File: src/rtl/alu_sched_pkg.sv
// Shared widths and encodings for the ALU scheduler.
package alu_sched_pkg;
   localparam int OPND_W = 5;
   localparam int RES_W  = 6;
   localparam int AOP_W  = 3;
   localparam int BOP_W  = 2;

   typedef enum logic [1:0] {
      IDLE  = 2'd0,
      ISSUE = 2'd1,
      WAIT  = 2'd2,
      RESP  = 2'd3
   } state_t;

   typedef enum logic {
      GRP_A = 1'b0,
      GRP_B = 1'b1
   } grp_t;
endpackage

File: src/rtl/alu_rr_arbiter.sv
// Round-robin one-hot grant; the search starts at rr_ptr and wraps.
module alu_rr_arbiter #(
   parameter int N_REQ = 2
) (
   input  logic                       clk,
   input  logic                       rst_n,
   input  logic [N_REQ-1:0]           req,
   input  logic                       advance,
   output logic [N_REQ-1:0]           grant,
   output logic [$clog2(N_REQ)-1:0]   grant_idx
);
   localparam int IDX_W = $clog2(N_REQ);

   logic [IDX_W-1:0] rr_ptr;
   logic [IDX_W-1:0] idx;

   // Scanning from the far end lets the nearest candidate to rr_ptr win last.
   always_comb begin
      grant     = '0;
      grant_idx = '0;
      idx       = '0;
      for (int k = N_REQ - 1; k >= 0; k--) begin
         idx = IDX_W'((int'(rr_ptr) + k) % N_REQ);
         if (req[idx]) begin
            grant      = '0;
            grant[idx] = 1'b1;
            grant_idx  = idx;
         end
      end
   end

   always_ff @(posedge clk or negedge rst_n) begin
      if (!rst_n)
         rr_ptr <= '0;
      else if (advance)
         rr_ptr <= (grant_idx == IDX_W'(N_REQ - 1)) ? '0 : grant_idx + 1'b1;
   end
endmodule

File: src/rtl/alu_sched.sv
// Shares one ALU between N_REQ requesters, one operation in flight at a time.
// ALU_SCHED_STATS_EN enables the saturating per-requester issue counters.
//
// state | meaning
// IDLE  | arbitrate, accept one request
// ISSUE | drive ALU controls and operands for one cycle
// WAIT  | ALU_LAT cycles, capture alu_c on the last one
// RESP  | hold result for the owner until it is consumed
module alu_sched
   import alu_sched_pkg::*;
#(
   parameter int N_REQ   = 2,
   parameter int ALU_LAT = 1,
   parameter int CNT_W   = 16
) (
   input  logic                      clk,
   input  logic                      rst_n,
   input  logic [N_REQ-1:0]          req_valid,
   output logic [N_REQ-1:0]          req_ready,
   input  logic [N_REQ*OPND_W-1:0]   req_a,
   input  logic [N_REQ*OPND_W-1:0]   req_b,
   input  logic [N_REQ-1:0]          req_grp,
   input  logic [N_REQ*AOP_W-1:0]    req_op,
   output logic [N_REQ-1:0]          rsp_valid,
   input  logic [N_REQ-1:0]          rsp_ready,
   output logic [RES_W-1:0]          rsp_c,
   output logic                      alu_en,
   output logic                      alu_a_en,
   output logic                      alu_b_en,
   output logic [AOP_W-1:0]          alu_a_op,
   output logic [BOP_W-1:0]          alu_b_op,
   output logic [OPND_W-1:0]         alu_a,
   output logic [OPND_W-1:0]         alu_b,
   input  logic [RES_W-1:0]          alu_c,
   output logic                      busy,
   output logic [N_REQ*CNT_W-1:0]    issue_cnt
);
   localparam int IDX_W  = $clog2(N_REQ);
   localparam int WAIT_W = 3;

   state_t              state;
   logic [N_REQ-1:0]    grant;
   logic [IDX_W-1:0]    grant_idx;
   logic [IDX_W-1:0]    owner;
   logic [OPND_W-1:0]   opnd_a;
   logic [OPND_W-1:0]   opnd_b;
   grp_t                grp;
   logic [AOP_W-1:0]    op;
   logic [WAIT_W-1:0]   wait_cnt;
   logic                accept;
   logic                is_issue;

   alu_rr_arbiter #(.N_REQ(N_REQ)) u_arb (
      .clk       (clk),
      .rst_n     (rst_n),
      .req       (req_valid),
      .advance   (accept),
      .grant     (grant),
      .grant_idx (grant_idx)
   );

   // Gating with rst_n keeps the grant invisible while reset is held.
   assign req_ready = (rst_n && state == IDLE) ? grant : '0;
   assign accept    = |(req_valid & req_ready);

   always_ff @(posedge clk or negedge rst_n) begin
      if (!rst_n) begin
         state    <= IDLE;
         owner    <= '0;
         opnd_a   <= '0;
         opnd_b   <= '0;
         grp      <= GRP_A;
         op       <= '0;
         wait_cnt <= '0;
         rsp_c    <= '0;
      end else begin
         case (state)
            IDLE: begin
               if (accept) begin
                  owner  <= grant_idx;
                  opnd_a <= req_a[grant_idx*OPND_W +: OPND_W];
                  opnd_b <= req_b[grant_idx*OPND_W +: OPND_W];
                  grp    <= grp_t'(req_grp[grant_idx]);
                  op     <= req_op[grant_idx*AOP_W +: AOP_W];
                  state  <= ISSUE;
               end
            end
            ISSUE: begin
               wait_cnt <= WAIT_W'(ALU_LAT - 1);
               state    <= WAIT;
            end
            WAIT: begin
               if (wait_cnt == '0) begin
                  rsp_c <= alu_c;
                  state <= RESP;
               end else begin
                  wait_cnt <= wait_cnt - 1'b1;
               end
            end
            RESP: begin
               if (rsp_ready[owner])
                  state <= IDLE;
            end
            default: state <= IDLE;
         endcase
      end
   end

   // ALU drives decode from the registered state, so reset clears them asynchronously.
   assign is_issue  = (state == ISSUE);
   assign alu_en    = is_issue;
   assign alu_a_en  = is_issue && (grp == GRP_A);
   assign alu_b_en  = is_issue && (grp == GRP_B);
   assign alu_a_op  = alu_a_en ? op : '0;
   assign alu_b_op  = alu_b_en ? op[BOP_W-1:0] : '0;
   assign alu_a     = is_issue ? opnd_a : '0;
   assign alu_b     = is_issue ? opnd_b : '0;
   assign busy      = (state != IDLE);
   assign rsp_valid = (state == RESP) ? (N_REQ'(1) << owner) : '0;

`ifdef ALU_SCHED_STATS_EN
   for (genvar gi = 0; gi < N_REQ; gi++) begin : g_cnt
      logic [CNT_W-1:0] cnt;
      always_ff @(posedge clk or negedge rst_n) begin
         if (!rst_n)
            cnt <= '0;
         else if (is_issue && owner == IDX_W'(gi) && cnt != '1)
            cnt <= cnt + 1'b1;
      end
      assign issue_cnt[gi*CNT_W +: CNT_W] = cnt;
   end
`else
   assign issue_cnt = '0;
`endif
endmodule
File: config.mk
export PLATFORM = sky130hd
export DESIGN_NAME = alu_sched
export DESIGN_NICKNAME = d
export VERILOG_FILES = /design/src/rtl/alu_sched_pkg.sv /design/src/rtl/alu_rr_arbiter.sv /design/src/rtl/alu_sched.sv
export SDC_FILE = /design/constraint.sdc
export NUM_CORES = 1
export LEC_CHECK = 0
export CAP_MARGIN = 20
export CORE_MARGIN = 2
export CORE_UTILIZATION = 30
export DETAILED_ROUTE_END_ITERATION = 8
export PLACE_DENSITY_LB_ADDON = 0.15
export REMOVE_ABC_BUFFERS = 1
export SETUP_SLACK_MARGIN = 0.1
export SYNTH_ARGS = -nofsm -noshare
export SYNTH_HDL_FRONTEND = slang
export SYNTH_HIERARCHICAL = 1
export SYNTH_SLANG_ARGS = --single-unit
File: constraint.sdc
create_clock -name clk -period 2.8 [get_ports clk]
set_input_delay 0.56 -clock clk [delete_from_list [all_inputs] [get_ports clk]]
set_output_delay 0.56 -clock clk [all_outputs]
set_load 0.02 [all_outputs]
== Yosys cells after proc, flatten, opt, wreduce, memory -nomap -nowiden ==
Cells that the tools add are included.
Storage, ports and cells
  register bits: 27
  bits in latches: 0
  RAM bits: 0
  bits in read-only memories: 0
  bits of input ports: 40
  output and inout bits: 61
  memories kept: 0
Operators by class
  add/sub/neg operators: 3
  $mul: 2
  divide/modulo/power cells: 0
  order comparisons: 6
  equality and inequality tests: 7
  shift-type cells: 4
  mux-type cells: 29
  bitwise gates (word level): 2
  reduce and logical (&&, ||, !) cells: 14
Operators with widths (number)
  variable part select 10 x 5 -> 5 bit: 2
  2-to-1 mux 2 bit: 8
  2-to-1 mux 1 bit: 13
  2-to-1 mux 5 bit: 2
  < comparator 1 x 2 -> 1 bit (second input constant): 4
  inequality test 2 bit (second input constant): 4
  one-hot mux 2 bit (4 select lines): 1
  2-to-1 mux 3 bit: 2
  one-hot mux 3 bit (2 select lines): 1
  AND reduction 2 bit: 3
  variable part select 6 x 4 -> 3 bit: 1
  logical AND 1 bit: 5
  == test 2 bit (second input constant): 2
  multiplier 1 x 3 -> 4 bit (second input constant): 1
  nonzero test 2 bit: 2
  zero test 3 bit: 1
  multiplier 1 x 2 -> 3 bit (second input constant): 1
  AND reduction 3 bit: 1
  subtractor 3 x 1 -> 3 bit (second input constant): 1
  adder 1 bit (second input constant): 2
  bitwise AND 2 bit: 1
  demux 1 bit (select 1 bit): 2
  == test 2 x 1 -> 1 bit (second input constant): 1
  >= comparator 1 bit (second input constant): 2
  4 further kinds: 4

== Logic depth before layout (Yosys ltp) ==
  word-level depth: 12
  depth in mapped cells: 9
  depth with buffers taken out: 7

== Hierarchy ==
The synthesis kept the hierarchy.
Modules (own cells, without submodules)
  alu_sched: times used 1, cells each 167, area each 1627.8 sq um
  alu_rr_arbiter: times used 1, cells each 7, area each 63.8 sq um

== Least setup slack after synthesis ==
Ideal clock, no wire load.
  path kind: register -> output
  start: register state[1]
  end: output alu_a_op[0]
  arrival: 1557 ps
  data required time: 2240 ps
  path slack: 683 ps
  stages on the path, launching flop included: 5
  buffers on the path: 0
  cells stage by stage: dfrtp_1 -> inv_1 -> ha_1 -> nor2b_1 -> and2_1
On the way
  cells in the longest elaborated chain, start to end: 3
RTL lines
  start: declaration: line alu_sched.sv:41  | state_t state;
  start signal: assignment: line alu_sched.sv:68  | state <= IDLE;
  start signal: assignment: line alu_sched.sv:85  | state <= ISSUE;
  start signal: assignment: line alu_sched.sv:90  | state <= WAIT;
  == test 2 x 1 -> 1 bit: line alu_sched.sv:110  | assign is_issue = (state == ISSUE);
  named net alu_en: line alu_sched.sv:27  | output logic alu_en,
  logical AND 1 bit: line alu_sched.sv:112  | assign alu_a_en = is_issue && (grp == GRP_A);
  named net alu_a_en: line alu_sched.sv:28  | output logic alu_a_en,
  2-to-1 mux 3 bit: line alu_sched.sv:114  | assign alu_a_op = alu_a_en ? op : '0;
  end: declaration: line alu_sched.sv:30  | output logic [AOP_W-1:0] alu_a_op,
The timed path passes the listed nets, and every way through them passes these cells.

== Worst setup path in the final report ==
  start: input req_valid[0]
  end: output req_ready[1]
On the way
  cells in the longest elaborated chain, start to end: 5
  elaborated cells between the ends (all ways): 7
  classes of those cells: 7 x mux
RTL lines
  start: declaration: line alu_sched.sv:18  | input logic [N_REQ-1:0] req_valid,
  2-to-1 mux 1 bit (implied by the code) (2 in series): line alu_rr_arbiter.sv:24  | if (req[idx]) begin
  2-to-1 mux 2 bit: line alu_rr_arbiter.sv:24
  2-to-1 mux 2 bit *: line alu_rr_arbiter.sv:24
  2-to-1 mux 2 bit *: line alu_sched.sv:63  | assign req_ready = (rst_n && state == IDLE) ? grant : '0;
  end: declaration: line alu_sched.sv:19  | output logic [N_REQ-1:0] req_ready,
Every way passes the cells marked *; elsewhere a longest branch is shown, timed or not. The select of a mux whose other input is x is not followed.

==> reports/metrics.yaml <==
final_core_util_pct: 43.6
arrival_ns: 2.05
die-height_microns: 79.1
ant_nets: 0
cts_sinks: 27
rsz0062_at_grt: "no"
netlist-cell-type-count: 26
gp_congestion: 0.704
synth.area.mux_share_pct: 14.4
cts_root_buffer: "clkbuf_8"
synthCells: 174
grt_max_degree: 29
vias: 1272
cpMostUsedCell: "clkdlybuf4s50_1"
synthArstFlopShare_pct: 100
place_area_sq_um: 2330
h-tree-depth: 1
fmax_mhz: 384
critPathKind: "input port to primary output"
first_pass_iters: 4
status: "finished clean"
synth_top_family_by_area: "buffers and inverters"
cp_cell_sequence: "clkdlybuf4s50_1, nand2b_1, and2_2, and3_1, clkdlybuf4s50_1"
clk_path_buf_depth: 2
min_period_over_period_pct: 93.1
design_area_sq_um: 2380
synthXorXnorAreaFrac_pct: 0
wire_per_inst_microns: 11.1
avgSynthCellArea_sq_um: 9.72
die_area_sq_um: 6260
finalHoldViolations: 0
start_util_pct: 30.9
cts_tree: "done"
hp-class: "flop to flop"
post-route-drc-count: 0
core_sq_um: 5470
yosys_warnings: 6
critPathCaptureType: "primary output"
drive_gt1_share_pct: 8.64
crit_buf_inv: 2
skew_ns: 0.00391
fin_crit_ns: 2.61
finalSetupTns_ns: 0
initialDrtViolationCount: 61
cap_violations: 0
syn2layout_area_growth_pct: 40.9
dieWidth_microns: 79.1
rows: 27
hpwlAfterDp_microns: 2670
antenna_found_initial: 0
io_pins: 101
grt_pass1_vias: 1220
max_stage_delay_ns: 0.53
cts-buffers-inserted: 3
synthSimpleGateAreaFrac_pct: 14.4
clkLatencyLatePin_ns: 0.27
cp_top_family: "buffers and inverters"
diodes: 0
clk_pin_slew_ns: 0.09
synth_compound_area_share_pct: 8.43
drt_wl_total_microns: 3490
ys.flop_type: "dfrtp_1"
leakagePower_nw: 1.08
cp_max_fo: 3
slowest_stage: "clkdlybuf4s50_1"
post_cts_buffers: 0
finalSetupViolCount: 0
start_kind: "input port"
grt_first_pass_wirelength_microns: 5710
synth_area_sq_um: 1690
track_usage_pct: 11.5
whs_ns: 0.492
slew_viol_final: 0
viasPerCell: 4.04
synth-edff-count: 0
layout.nets: 290
yosysSeqAreaShare_pct: 39.9
synthAdderAreaFrac_pct: 4.44
grt_overflow: 0
cp.required_ns: 2.24
port_buffers: 68
ir_drop_mv: 0.312
synth.ff_latch_count: 27
p_per_area_nw_per_um2: 868
## kinds of logic after synthesis
group	count (synthesis)
AND/OR/NAND/NOR	48
buffers and inverters	45
flip-flops	27
AO/OA/AOI/OAI	24
multiplexers	23
adder cells (fa/ha/maj)	6
other	1
## layer usage
metal  vias to the layer above  track usage, %  part of all wire (%)
met1                       571            14.0                    42
met3                         2            2.05                   6.5
li1                        643               -                     -
met4                         0            3.10                  0.86
met2                        56            20.8                    51
met5                         -               0                     0
## state kept, by name (all words and copies together) (netlist names)
name and count:
opnd_b 5, grp 1, owner 1, op 3, u_arb/rr_ptr 1, wait_cnt 3, rsp_c 6, opnd_a 5
state 2
## timing repair
item | in CTS | in global routing
resized for setup | 1 | 2
gates cloned | 0 | 0
endpoints found under the setup margin | 1 | 3
hold buffers | 0 | 0
## placed cells by master (no fill, tap or decap), drive strengths merged, types with 2 or more instances in the layout
cell and count:
a21oi 14, and2 16, and3 4, buf 5, clkbuf 3, clkdlybuf4s50 67, conb 32, dfrtp 27
ha 6, inv 6, mux2 8, mux2i 15, nand2 7, nand2b 2, nor2 17, nor2b 2
o21ai 4
## power breakdown
group          internal, W  switching (W)  leakage, nW
registers         0.000567      0.0000999        0.316
clock network    0.0000996       0.000122       0.0255
logic             0.000600       0.000581        0.734
## per-stage QoR
stage	instances	total power [W]	setup WS [ns]
4_1_cts	315	0.00210	0.162
6_report	315	0.00207	0.194
3_5_place_dp	311	0.00188	0.0937
3_3_place_gp	311	0.00186	0.113
5_1_grt	315	0.00223	0.133
2_1_floorplan	166	0.00136	0.364
## cell type report
type | count | area, sq um
Sequential cell | 27 | 676
Inverter | 6 | 22.5
Multi-Input combinational cell | 133 | 828
Timing Repair Buffer | 73 | 721
Clock buffer | 3 | 41.3
Clock inverter | 1 | 5.00
Fill cell | 566 | 3090
Tap cell | 72 | 90.1
## worst min-delay path: cells and delay by family (launching register included)
family / cells / cell delay (ns)
AOI/OAI and AO/OA: 1 / 0.06
DFF: 1 / 0.35
and+or+nand+nor: 1 / 0.04
## synthesized netlist by cell type, types with 4 or more instances
cell type	number	area, sq um
a21oi_1	14	70.1
and2_1	15	93.8
and3_1	4	25.0
buf_4	36	270
dfrtp_1	27	676
ha_1	6	75.1
inv_1	6	22.5
mux2_2	7	78.8
mux2i_1	15	150
nand2_1	7	26.3
nor2_1	16	60.1
o21ai_0	4	20.0
## worst paths after layout
| check | from | to | slack, ns | cells after the start |
|---|---|---|---|---|
| max | req_valid[0] | req_ready[1] | 0.19 | 5 |
| max in group asynchronous | rst_n | rsp_c[5] | 1.79 | 2 |
| min in group asynchronous | rst_n | state[1] | 0.74 | 2 |
| min | wait_cnt[1] | wait_cnt[1] | 0.49 | 2 |
| max reg2reg | u_arb/rr_ptr | state[1] | 0.93 | 7 |
| min reg2reg | wait_cnt[1] | wait_cnt[1] | 0.49 | 2 |
(Power assumes the default switching activity.)
